==> src/rtl/mm_nibble_accumulator_if.sv <==
// Term/result handshake and external 4-bit adder hookup for mm_nibble_accumulator.
interface mm_nibble_accumulator_if #(
  parameter int WIDTH = 16
);
  logic             in_valid;
  logic             in_ready;
  logic [WIDTH-1:0] in_data;
  logic             in_last;
  logic             out_valid;
  logic             out_ready;
  logic [WIDTH-1:0] sum;
  logic             overflow;
  logic             busy;
  logic [3:0]       adder_a;
  logic [3:0]       adder_b;
  logic             adder_cin;
  logic [3:0]       adder_s;
  logic             adder_cout;

  modport slave (
    input  in_valid, in_data, in_last, out_ready, adder_s, adder_cout,
    output in_ready, out_valid, sum, overflow, busy, adder_a, adder_b, adder_cin
  );

  modport master (
    output in_valid, in_data, in_last, out_ready, adder_s, adder_cout,
    input  in_ready, out_valid, sum, overflow, busy, adder_a, adder_b, adder_cin
  );
endinterface

==> src/rtl/mm_nibble_accumulator.sv <==
// Dot-product accumulator that adds WIDTH-bit terms one nibble per cycle
// through a shared external 4-bit adder, with a registered carry chain.
module mm_nibble_accumulator #(
  parameter int WIDTH = 16
) (
  input  logic                        clk,
  input  logic                        rst,
  mm_nibble_accumulator_if.slave      bus
);
  localparam int NIB = WIDTH / 4;
  localparam int KW  = (NIB > 1) ? $clog2(NIB) : 1;

  typedef enum logic [1:0] {IDLE, ADD, DONE} state_t;

  state_t           state;
  logic [WIDTH-1:0] acc;
  logic [WIDTH-1:0] term;
  logic [KW-1:0]    k;
  logic [KW-1:0]    k_next;
  logic             last_r;
  logic             overflow_r;
  logic             in_ready_r;
  logic             out_valid_r;
  logic             busy_r;
  logic [3:0]       adder_a_r;
  logic [3:0]       adder_b_r;
  logic             carry;
  logic [3:0]       acc_nib_next;
  logic [3:0]       term_nib_next;

  // Operands are registered one cycle ahead: the next nibble of acc is
  // untouched by the current add, so it can be loaded alongside the write-back.
  always_comb begin
    k_next        = k + 1'b1;
    acc_nib_next  = acc[4*k_next +: 4];
    term_nib_next = term[4*k_next +: 4];
  end

  always_ff @(posedge clk) begin
    if (rst) begin
      state       <= IDLE;
      acc         <= '0;
      term        <= '0;
      k           <= '0;
      last_r      <= 1'b0;
      overflow_r  <= 1'b0;
      in_ready_r  <= 1'b1;
      out_valid_r <= 1'b0;
      busy_r      <= 1'b0;
      adder_a_r   <= '0;
      adder_b_r   <= '0;
      carry       <= 1'b0;
    end else begin
      case (state)
        IDLE: begin
          if (bus.in_valid) begin
            term       <= bus.in_data;
            last_r     <= bus.in_last;
            k          <= '0;
            carry      <= 1'b0;
            adder_a_r  <= acc[3:0];
            adder_b_r  <= bus.in_data[3:0];
            in_ready_r <= 1'b0;
            busy_r     <= 1'b1;
            state      <= ADD;
          end
        end

        ADD: begin
          acc[4*k +: 4] <= bus.adder_s;
          if (k == KW'(NIB - 1)) begin
            if (bus.adder_cout)
              overflow_r <= 1'b1;
            k         <= '0;
            carry     <= 1'b0;
            adder_a_r <= '0;
            adder_b_r <= '0;
            busy_r    <= 1'b0;
            if (last_r) begin
              out_valid_r <= 1'b1;
              state       <= DONE;
            end else begin
              in_ready_r <= 1'b1;
              state      <= IDLE;
            end
          end else begin
            k         <= k_next;
            carry     <= bus.adder_cout;
            adder_a_r <= acc_nib_next;
            adder_b_r <= term_nib_next;
          end
        end

        DONE: begin
          if (bus.out_ready) begin
            acc         <= '0;
            overflow_r  <= 1'b0;
            out_valid_r <= 1'b0;
            in_ready_r  <= 1'b1;
            state       <= IDLE;
          end
        end

        default: begin
          state       <= IDLE;
          in_ready_r  <= 1'b1;
          out_valid_r <= 1'b0;
          busy_r      <= 1'b0;
        end
      endcase
    end
  end

  assign bus.in_ready  = in_ready_r;
  assign bus.out_valid = out_valid_r;
  assign bus.busy      = busy_r;
  assign bus.sum       = acc;
  assign bus.overflow  = overflow_r;
  assign bus.adder_a   = adder_a_r;
  assign bus.adder_b   = adder_b_r;
  assign bus.adder_cin = carry;
endmodule

==> src/flat_wrapper.sv <==
// flat-port wrapper written by rule: the top's interface ports become plain ports
module mm_nibble_accumulator_flat 
#(
  parameter int WIDTH = 16
)
  (clk, rst, bus_in_valid, bus_in_data, bus_in_last, bus_out_ready, bus_adder_s, bus_adder_cout, bus_in_ready, bus_out_valid, bus_sum, bus_overflow, bus_busy, bus_adder_a, bus_adder_b, bus_adder_cin);
  mm_nibble_accumulator_if #(.WIDTH(WIDTH)) bus_i ();
  input  logic clk;
  input  logic rst;
  input wire logic [$bits(bus_i.in_valid)-1:0] bus_in_valid;
  input wire logic [$bits(bus_i.in_data)-1:0] bus_in_data;
  input wire logic [$bits(bus_i.in_last)-1:0] bus_in_last;
  input wire logic [$bits(bus_i.out_ready)-1:0] bus_out_ready;
  input wire logic [$bits(bus_i.adder_s)-1:0] bus_adder_s;
  input wire logic [$bits(bus_i.adder_cout)-1:0] bus_adder_cout;
  output wire logic [$bits(bus_i.in_ready)-1:0] bus_in_ready;
  output wire logic [$bits(bus_i.out_valid)-1:0] bus_out_valid;
  output wire logic [$bits(bus_i.sum)-1:0] bus_sum;
  output wire logic [$bits(bus_i.overflow)-1:0] bus_overflow;
  output wire logic [$bits(bus_i.busy)-1:0] bus_busy;
  output wire logic [$bits(bus_i.adder_a)-1:0] bus_adder_a;
  output wire logic [$bits(bus_i.adder_b)-1:0] bus_adder_b;
  output wire logic [$bits(bus_i.adder_cin)-1:0] bus_adder_cin;
  assign bus_i.in_valid = bus_in_valid;
  assign bus_i.in_data = bus_in_data;
  assign bus_i.in_last = bus_in_last;
  assign bus_i.out_ready = bus_out_ready;
  assign bus_i.adder_s = bus_adder_s;
  assign bus_i.adder_cout = bus_adder_cout;
  assign bus_in_ready = bus_i.in_ready;
  assign bus_out_valid = bus_i.out_valid;
  assign bus_sum = bus_i.sum;
  assign bus_overflow = bus_i.overflow;
  assign bus_busy = bus_i.busy;
  assign bus_adder_a = bus_i.adder_a;
  assign bus_adder_b = bus_i.adder_b;
  assign bus_adder_cin = bus_i.adder_cin;
  mm_nibble_accumulator #(.WIDTH(WIDTH)) u_core (.clk(clk), .rst(rst), .bus(bus_i));
endmodule
==> config.mk <==
export PLATFORM = sky130hd
export DESIGN_NAME = mm_nibble_accumulator_flat
export DESIGN_NICKNAME = d
export VERILOG_FILES = /design/src/rtl/mm_nibble_accumulator_if.sv /design/src/rtl/mm_nibble_accumulator.sv /design/src/flat_wrapper.sv
export SDC_FILE = /design/constraint.sdc
export NUM_CORES = 1
export LEC_CHECK = 0
export CAP_MARGIN = 20
export CORE_MARGIN = 1.5
export CORE_UTILIZATION = 53
export DETAILED_ROUTE_END_ITERATION = 12
export PLACE_DENSITY = 0.82
export SYNTH_ARGS = -nofsm -noshare
export SYNTH_HDL_FRONTEND = slang
export SYNTH_SLANG_ARGS = --single-unit
==> constraint.sdc <==
create_clock -name clk -period 5.4 [get_ports clk]
set_clock_uncertainty 0.1 [all_clocks]
set_input_delay 1.08 -clock clk [delete_from_list [all_inputs] [get_ports clk]]
set_output_delay 1.08 -clock clk [all_outputs]
set_load 0.01 [all_outputs]
# After elaboration in Yosys (flattened, before gate mapping)
# Index checks and enable logic that the tools add are counted.
dict set report totals {
  reg_bits 50
  inputBits 26
  output_inout_bits 29
  elab_cells 74
}
dict set report op_classes {
  n_addsub 2
  n_eq_ne 9
  shifts 4
  n_mux 34
  n_bitwise 2
  reduce_logical 11
}
# cell n
set op_table {}
lappend op_table {{$neg 4->34} 1}
lappend op_table {{$shift 4x34->16 const A} 1}
lappend op_table {{$shiftx 4x34->16} 1}
lappend op_table {{$pmux 16 s2} 1}
lappend op_table {{$shiftx 16x5->4} 2}
lappend op_table {{$bwmux 16} 1}
lappend op_table {{$mux 16} 1}
lappend op_table {{$mux 4} 4}
lappend op_table {{$pmux 4 s2} 2}
lappend op_table {{$mux 1} 12}
lappend op_table {{$mux 2} 6}
lappend op_table {{$reduce_and 4->1} 3}
lappend op_table {{$pmux 1 s3} 3}
lappend op_table {{$ne 2x2->1 const B} 4}
lappend op_table {{$pmux 2 s3} 1}
lappend op_table {{$reduce_and 2->1} 3}
lappend op_table {{$reduce_and 3->1} 2}
lappend op_table {{$eq 2x2->1 const B} 2}
lappend op_table {{$ne 2x1->1 const B} 2}
lappend op_table {{$pmux 1 s2} 2}
lappend op_table {{$pmux 2 s2} 1}
lappend op_table {{$reduce_bool 2->1} 2}
lappend op_table {{$add 2x1->2 const B} 1}
lappend op_table {{$eq 2x1->1 const B} 1}
lappend op_table {{other kinds (2)} 3}

# Longest topological paths before layout
dict set report logic_depth {
  ltp_word 4
  ltp_mapped 8
  ltp_nobuf 5
}

# Worst setup path after synthesis
# No wires, ideal clock.
dict set report synth_timing {
  kind {register to register}
  startpoint {register u_core.k[0]}
  endpoint {register u_core.adder_b_r[1], in the netlist u_core.bus.adder_b[1]}
  setup_ns 0.132
  arrival_time_ns 2.009
  required_ns 5.168
  slack_ns 3.159
  stages_incl_launch_ff 9
  n_path_buf 3
  period_less_slack_ns 2.241
  cell_sequence {dfxtp_1 > buf_6 > buf_2 > inv_1 > ha_1 > buf_6 > mux4_2 > a221oi_2 > nor3_1}
}
dict set report synth_between {
  elab_chain_cells 4
  elab_cells_between_ends 5
  classes_between {1 x add/sub; 1 x eq/ne; 1 x shift; 2 x mux}
}
# item line
set synth_rtl {}
lappend synth_rtl {{from (decl)} mm_nibble_accumulator.sv:18} ;# logic [KW-1:0] k;
lappend synth_rtl {{from (signal assigned)} mm_nibble_accumulator.sv:87} ;# k <= k_next;
lappend synth_rtl {{$add 2x1->2} mm_nibble_accumulator.sv:34} ;# k_next = k + 1'b1;
lappend synth_rtl {{$shiftx 16x5->4} mm_nibble_accumulator.sv:36} ;# term_nib_next = term[4*k_next +: 4];
lappend synth_rtl {{$mux 4 (*)} mm_nibble_accumulator.sv:71} ;# if (k == KW'(NIB - 1)) begin
lappend synth_rtl {{$pmux 4 s2 (*)} mm_nibble_accumulator.sv:54} ;# case (state)
lappend synth_rtl {{to (signal assigned)} mm_nibble_accumulator.sv:62} ;# adder_b_r <= bus.in_data[3:0];
lappend synth_rtl {{to (signal assigned)} mm_nibble_accumulator.sv:90} ;# adder_b_r <= term_nib_next;
lappend synth_rtl {{to (decl)} mm_nibble_accumulator.sv:26} ;# logic [3:0] adder_b_r;
# Mark *: on every way between the ends. The rest lies on a longest branch, timed or not.
# A chain may end at the register's enable or synchronous reset.

# Worst setup path in the final report
# Ends and elaborated chain as after synthesis.

==> results.toml <==
[synthesis]
synth.net_count = 281
synthCells = 249
yosysWarnings = 0
mappedNetlistArea_mm2 = 0.00234
syn_area_per_cell_um2 = 9.38
ys_ff_latch = 50
ys_seq_area_share_pct = 42.8
netlist-cell-type-count = 39

[clocking]
clk_pin_slew_ns = 0.09
post_cts_resize_count = 0
cts-root-buf = "clkbuf_8"
cts_sinks = 50
cts_buffer_depth = 2
cts_setup_buffers = 0
numCtsBuffers = 5
worstSkewPairLatency_ns = 0.30
htreeDepth = 2
hold_buffers = 0
cts_tree = "done"

[global_route]
grt_pass1_wl_um = 9060
antenna_found_initial = 0
use_met1_pct = 33.4
grt_max_degree = 47
grt_pass1_vias = 1827
top_usage_layer = "met2"
grtUsageTotal_pct = 23.1
met3_usage_pct = 5.09
globalRouteMet2Util_pct = 35.4
overflow = 0

[layout]
drive_above_1_share_pct = 9.18
design_area_mm2 = 0.00295
final_nets = 325
antenna_cells = 0
multi_input_area_mm2 = 0.00122
seq_area_mm2 = 0.00100
fill_cells = 331
final_common_cell = "clkdlybuf4s50_1"
final_cells = 344
postLayoutCoreUtil_pct = 71.8
layout_common_cells = "clkdlybuf4s50_1, dfxtp_1, nand2_1, a21oi_1, nor2_1"
syn2layout_area_growth_pct = 26.5

[worst_setup_path]
required_ns = 5.46
worst_setup_path_end_kind = "flop"
cp_max_fo = 18
startpoint = "u_core.k[0]"
cp.arrival_ns = 2.99
critPathKind = "flop to flop"
regToRegStartpoint = "u_core.k[0]"
crit_chain = "inv_1 -> ha_1 -> mux4_2 -> a221oi_2 -> nor3_1"
cpMaxStageDelayCell = "dfxtp_1"
reg2reg_setup_slack_ns = 2.47
critPathLaunchType = "flop"
critical-path-max-stage-delay_ns = 0.89

[sta]
setup_viol = 0
slew_viol_final = 0
tightest_slew_ns = 0.864
rsz0062_at_grt = "false"
slew_headroom_pct = 42.3
fin_crit_ns = 2.93
fin_crit_sh_pct = 54.2
fin_tns_setup_ns = 0
max_freq_mhz = 342
hold_violations = 0

[floorplan]
num_rows = 23
core_area_mm2 = 0.00412
die_w_um = 69.4
die_h_um = 69.4
io_pins = 55
dieArea_mm2 = 0.00481
initial_core_util_pct = 56.8

[routing]
viasPerCell = 5.86
drc_errors = 0
totalWireLength_um = 5400
ant_nets = 0
vias = 2017
wl_per_cell_um = 15.7
firstDrtPassIters = 4
drtIter0Drc = 154

[pwr]
power_uw = 793
irDropWorstVdd_mv = 0.166
p_leak_nw = 1.05
p_per_area_mw_per_mm2 = 268

[flow_run]
drv_cap = 0

[worst_hold_path]
min_from = "u_core.term[15]"
worstHoldPathType = "flop to flop"

[place]
post_dp_cell_area_mm2 = 0.00284
hpwl_um = 3720
placed_cells = 336
place.gp.congestion = 0.778
port_buffers = 54

[status]
status = "finished, final reports clean"
## critical path: cells and delay by family, from the launching register on
| kind | cells | cell delay (ns) |
|---|---|---|
| flops | 1 | 0.89 |
| fa+ha+maj | 1 | 0.70 |
| mux | 1 | 0.60 |
| compound gates | 1 | 0.23 |
| buf+inv | 1 | 0.21 |
| simple gates | 1 | 0.07 |
## power by group
part / internal, mW / switching (mW)
logic: 0.0658 / 0.0606
clock network: 0.138 / 0.123
registers: 0.387 / 0.0192
## Yosys cell counts
| cell | count | area, um2 |
|---|---|---|
| or2b_1 | 2 | 15.0 |
| buf_4 | 1 | 7.51 |
| ha_1 | 6 | 75.1 |
| nor3b_2 | 1 | 12.5 |
| o221ai_1 | 1 | 8.76 |
| buf_6 | 3 | 33.8 |
| and3b_1 | 3 | 26.3 |
| nor2b_1 | 3 | 18.8 |
| clkbuf_1 | 6 | 22.5 |
| a221oi_2 | 2 | 30.0 |
| or3b_1 | 1 | 8.76 |
| buf_1 | 1 | 3.75 |
| and4bb_2 | 1 | 12.5 |
| nor3_1 | 9 | 45.0 |
| a22oi_1 | 1 | 7.51 |
| o2111ai_1 | 4 | 35.0 |
| a21oi_1 | 30 | 150 |
| mux4_2 | 8 | 180 |
| nand2b_1 | 8 | 50.1 |
| o21ba_2 | 1 | 10.0 |
| a31oi_1 | 2 | 12.5 |
| a211oi_1 | 1 | 7.51 |
| o21ai_0 | 1 | 5.00 |
| o21bai_1 | 1 | 7.51 |
| dfxtp_1 | 50 | 1000 |
| buf_2 | 7 | 35.0 |
| a2bb2oi_1 | 1 | 8.76 |
| nand3b_1 | 4 | 30.0 |
| a211oi_2 | 2 | 25.0 |
| a22o_1 | 8 | 70.1 |
| a221oi_1 | 6 | 52.6 |
| nand2_1 | 39 | 146 |
| nand3_1 | 12 | 60.1 |
| inv_1 | 3 | 11.3 |
| inv_2 | 1 | 3.75 |
| nor4_2 | 2 | 25.0 |
| nand4_1 | 1 | 6.26 |
| nor3b_4 | 1 | 18.8 |
| nor2_1 | 15 | 56.3 |
## state kept, by name (all words and copies together), names as in the netlist
register              cells
u_core.last_r             1
u_core.k                  2
u_core.bus.busy           1
u_core.bus.adder_cin      1
u_core.bus.in_ready       1
u_core.bus.out_valid      1
u_core.term              16
u_core.bus.overflow       1
u_core.bus.adder_a        4
u_core.state              2
u_core.bus.sum           16
u_core.bus.adder_b        4
## area by class of cell
cell class                 instances  share of cell area, %
clock inverter                     2                   1.27
inverter                           4                  0.508
tap                               50                   2.12
sequential                        50                   33.9
timing repair buffer              55                   18.6
multi-input combinational        177                   41.2
clock buffer                       6                   2.46
## layer usage
| layer | part of all wire [%] | vias to the layer above |
|---|---|---|
| li1 | - | 987 |
| met1 | 46 | 957 |
| met3 | 6.3 | 6 |
| met2 | 47 | 67 |
| met4 | 0.82 | 0 |
| met5 | 0 | - |
## stage by stage
| stage | setup WS (ns) | hold slack, ns |
|---|---|---|
| CTS | 2.45 | 0.357 |
| finish | 2.47 | 0.356 |
| detailed placement | 2.27 | 0.345 |
| global route | 2.24 | 0.371 |
| floorplan | 3.16 | 0.333 |
| global placement | 2.33 | 0.339 |
## worst paths after layout
path,end,cells past startpoint
setup reg to reg,u_core.bus.adder_b[1],5
hold reg to reg,u_core.term[15],2
setup / recovery,u_core.bus.adder_b[1],5
hold / removal,u_core.term[15],2
## kinds of logic after synthesis
| family | count (synthesis) | synth area share [%] |
|---|---|---|
| AND/OR/NAND/NOR | 102 | 22.8 |
| adder cells (fa/ha/maj) | 6 | 3.21 |
| multiplexers | 8 | 7.71 |
| AO/OA/AOI/OAI | 61 | 18.4 |
| buffers and inverters | 22 | 5.03 |
| flip-flops | 50 | 42.8 |
Power figures use the tool's default switching activity.
==> RTL change, RTL diff (same flow settings) <==
`WIDTH` is set to 16 in 3 places; all go to 32.
--- a/src/rtl/mm_nibble_accumulator_if.sv
+++ b/src/rtl/mm_nibble_accumulator_if.sv
@@ -1,6 +1,6 @@
 // Term/result handshake and external 4-bit adder hookup for mm_nibble_accumulator.
 interface mm_nibble_accumulator_if #(
-  parameter int WIDTH = 16
+  parameter int WIDTH = 32
 );
   logic             in_valid;
   logic             in_ready;
--- a/src/rtl/mm_nibble_accumulator.sv
+++ b/src/rtl/mm_nibble_accumulator.sv
@@ -1,7 +1,7 @@
 // Dot-product accumulator that adds WIDTH-bit terms one nibble per cycle
 // through a shared external 4-bit adder, with a registered carry chain.
 module mm_nibble_accumulator #(
-  parameter int WIDTH = 16
+  parameter int WIDTH = 32
 ) (
   input  logic                        clk,
   input  logic                        rst,
--- a/src/flat_wrapper.sv
+++ b/src/flat_wrapper.sv
@@ -1,7 +1,7 @@
 // flat-port wrapper written by rule: the top's interface ports become plain ports
 module mm_nibble_accumulator_flat 
 #(
-  parameter int WIDTH = 16
+  parameter int WIDTH = 32
 )
   (clk, rst, bus_in_valid, bus_in_data, bus_in_last, bus_out_ready, bus_adder_s, bus_adder_cout, bus_in_ready, bus_out_valid, bus_sum, bus_overflow, bus_busy, bus_adder_a, bus_adder_b, bus_adder_cin);
   mm_nibble_accumulator_if #(.WIDTH(WIDTH)) bus_i ();
Interface: changed (resized bus_in_data and bus_sum); port bits go from 55 to 87. No check against the original RTL was run, so the function may have changed too.
==> RTL change against the original RTL <==
Worst setup slack worse by 350 ps. Critical endpoint is now u_core.bus.sum[0]. Sequential power is 65% higher. Combinational power increased by 48%. Wire length increased by 84%. Clock power is 75% higher. Design area grew 68%. Sequential cell count rose by 33. Sequential share of layout area shrank 0.41 points. Synthesized area grew 67%. Worst hold slack got worse by 1.2 ps. Total power up 66%.
==> RTL change: results (changes against the original RTL) <==
* Routed wl met2 at 4890 um (+93%)
* GRT Resource Usage Total at 25.3% (+2.2 points)
* Synthesized area per cell at 9.26 um^2 (-1.3%)
* Skew-Pair Late Insertion Delay at 370 ps (+70 ps)
* Input/output buffers at 86 (+59%)
* Avg WL per Cell at 16.7 um (+6.6%)
* Met2 Use GR at 42.9% (+7.5 points)
* Critical path fanouts, max at 43 (+25)
* Sw power at 0.360 mW (+78%)
* Status: finished, final reports clean
* Area contributors post-synth: dfxtp_1 43%, nand2_1 6.6%, mux2_2 5.8%
* CTS Buf Count at 9 (+4)
* Ratio of cells with drive above 1 in the final layout at 10.3% (+1.1 points)
* Synth cell types at 50 (+28%)
* Min Hold Slack at 355 ps (-1.21 ps)
* Final non-filler cell total at 593 (+72%)
* Worst R2R Path Depth at 6 (+1)
* Arrival time worst endpoint at 3430 ps (+440 ps)
* Leakage Power at 1.83 nW (+74%)
* Placed Area at 4770 um^2 (+68%)
* Syn Nets at 471 (+68%)
* H-Tree Depth at 3 (+1)
* DRT Pass-1 Iters at 5 (+1)
* Reg2reg setup slack at 2120 ps (-350 ps)
* DR WL met3 at 506 um (+49%)
* Met3 Resource Use GR at 4.29% (-0.80 points)
* Seq/Total Area, Yosys at 42.5% (-0.34 points)
* Hold Path End: u_core.term[27]
* Clock Power at 0.457 mW (+75%)
* Commonest cells post-synth: 83 x dfxtp_1, 69 x nand2_1, 36 x a21oi_1
[RTL change: cell types whose count changed after synthesis, moves of 7 or more]
cell      delta
nor4bb_1     +7
mux2i_1     +16
buf_2        +8
nor4_1      +12
nand2_1     +30
dfxtp_1     +33
mux2_2      +20
a22o_1      +16
nand3_1     -11
o22ai_1      +8
o211ai_1     +8
mux4_2       -8
nor3_1       -8
[RTL change: final cells by class]
type	count	area, um^2
Clock buffer	9	124
Sequential cell	83	1660
Fill cell	599	2210
Tap cell	99	124
Multi-Input combinational cell	299	2070
Clock inverter	7	75.1
Inverter	6	22.5
Timing Repair Buffer	90	893
[RTL change: worst max-delay path by stage]
| stage | startpoint | endpoint | slack [ps] | depth (start not counted) |
|---|---|---|---|---|
| after global placement | u_core.k[0] | u_core.bus.sum[2] | 2260 | 6 |
| after CTS | u_core.k[0] | u_core.bus.sum[0] | 2160 | 6 |
| after floorplan | u_core.k[0] | u_core.bus.sum[0] | 2640 | 9 |
| final | u_core.k[0] | u_core.bus.sum[0] | 2120 | 6 |
| after global routing | u_core.k[0] | u_core.bus.sum[17] | 1990 | 6 |
| after detailed placement | u_core.k[0] | u_core.bus.sum[1] | 2170 | 6 |
[RTL change: kinds of logic (layout without fill, tap and decap cells)]
| group | after synthesis | count (layout) | synth area share (%) |
|---|---|---|---|
| and+or+nand+nor | 148 | 148 | 20.5 |
| AOI/OAI and AO/OA | 108 | 108 | 20.1 |
| DFF | 83 | 83 | 42.5 |
| adders and majority gates | 7 | 7 | 2.24 |
| muxes | 36 | 36 | 9.86 |
| buffers and inverters | 40 | 112 | 4.80 |
[RTL change: worst max-delay path, delay by kind of cell (launching register included)]
family                     cells  cell delay, ps
AOI/OAI and AO/OA              1             220
adders and majority gates      2             690
buffers and inverters          1             210
DFF                            1            1060
and+or+nand+nor                2             900
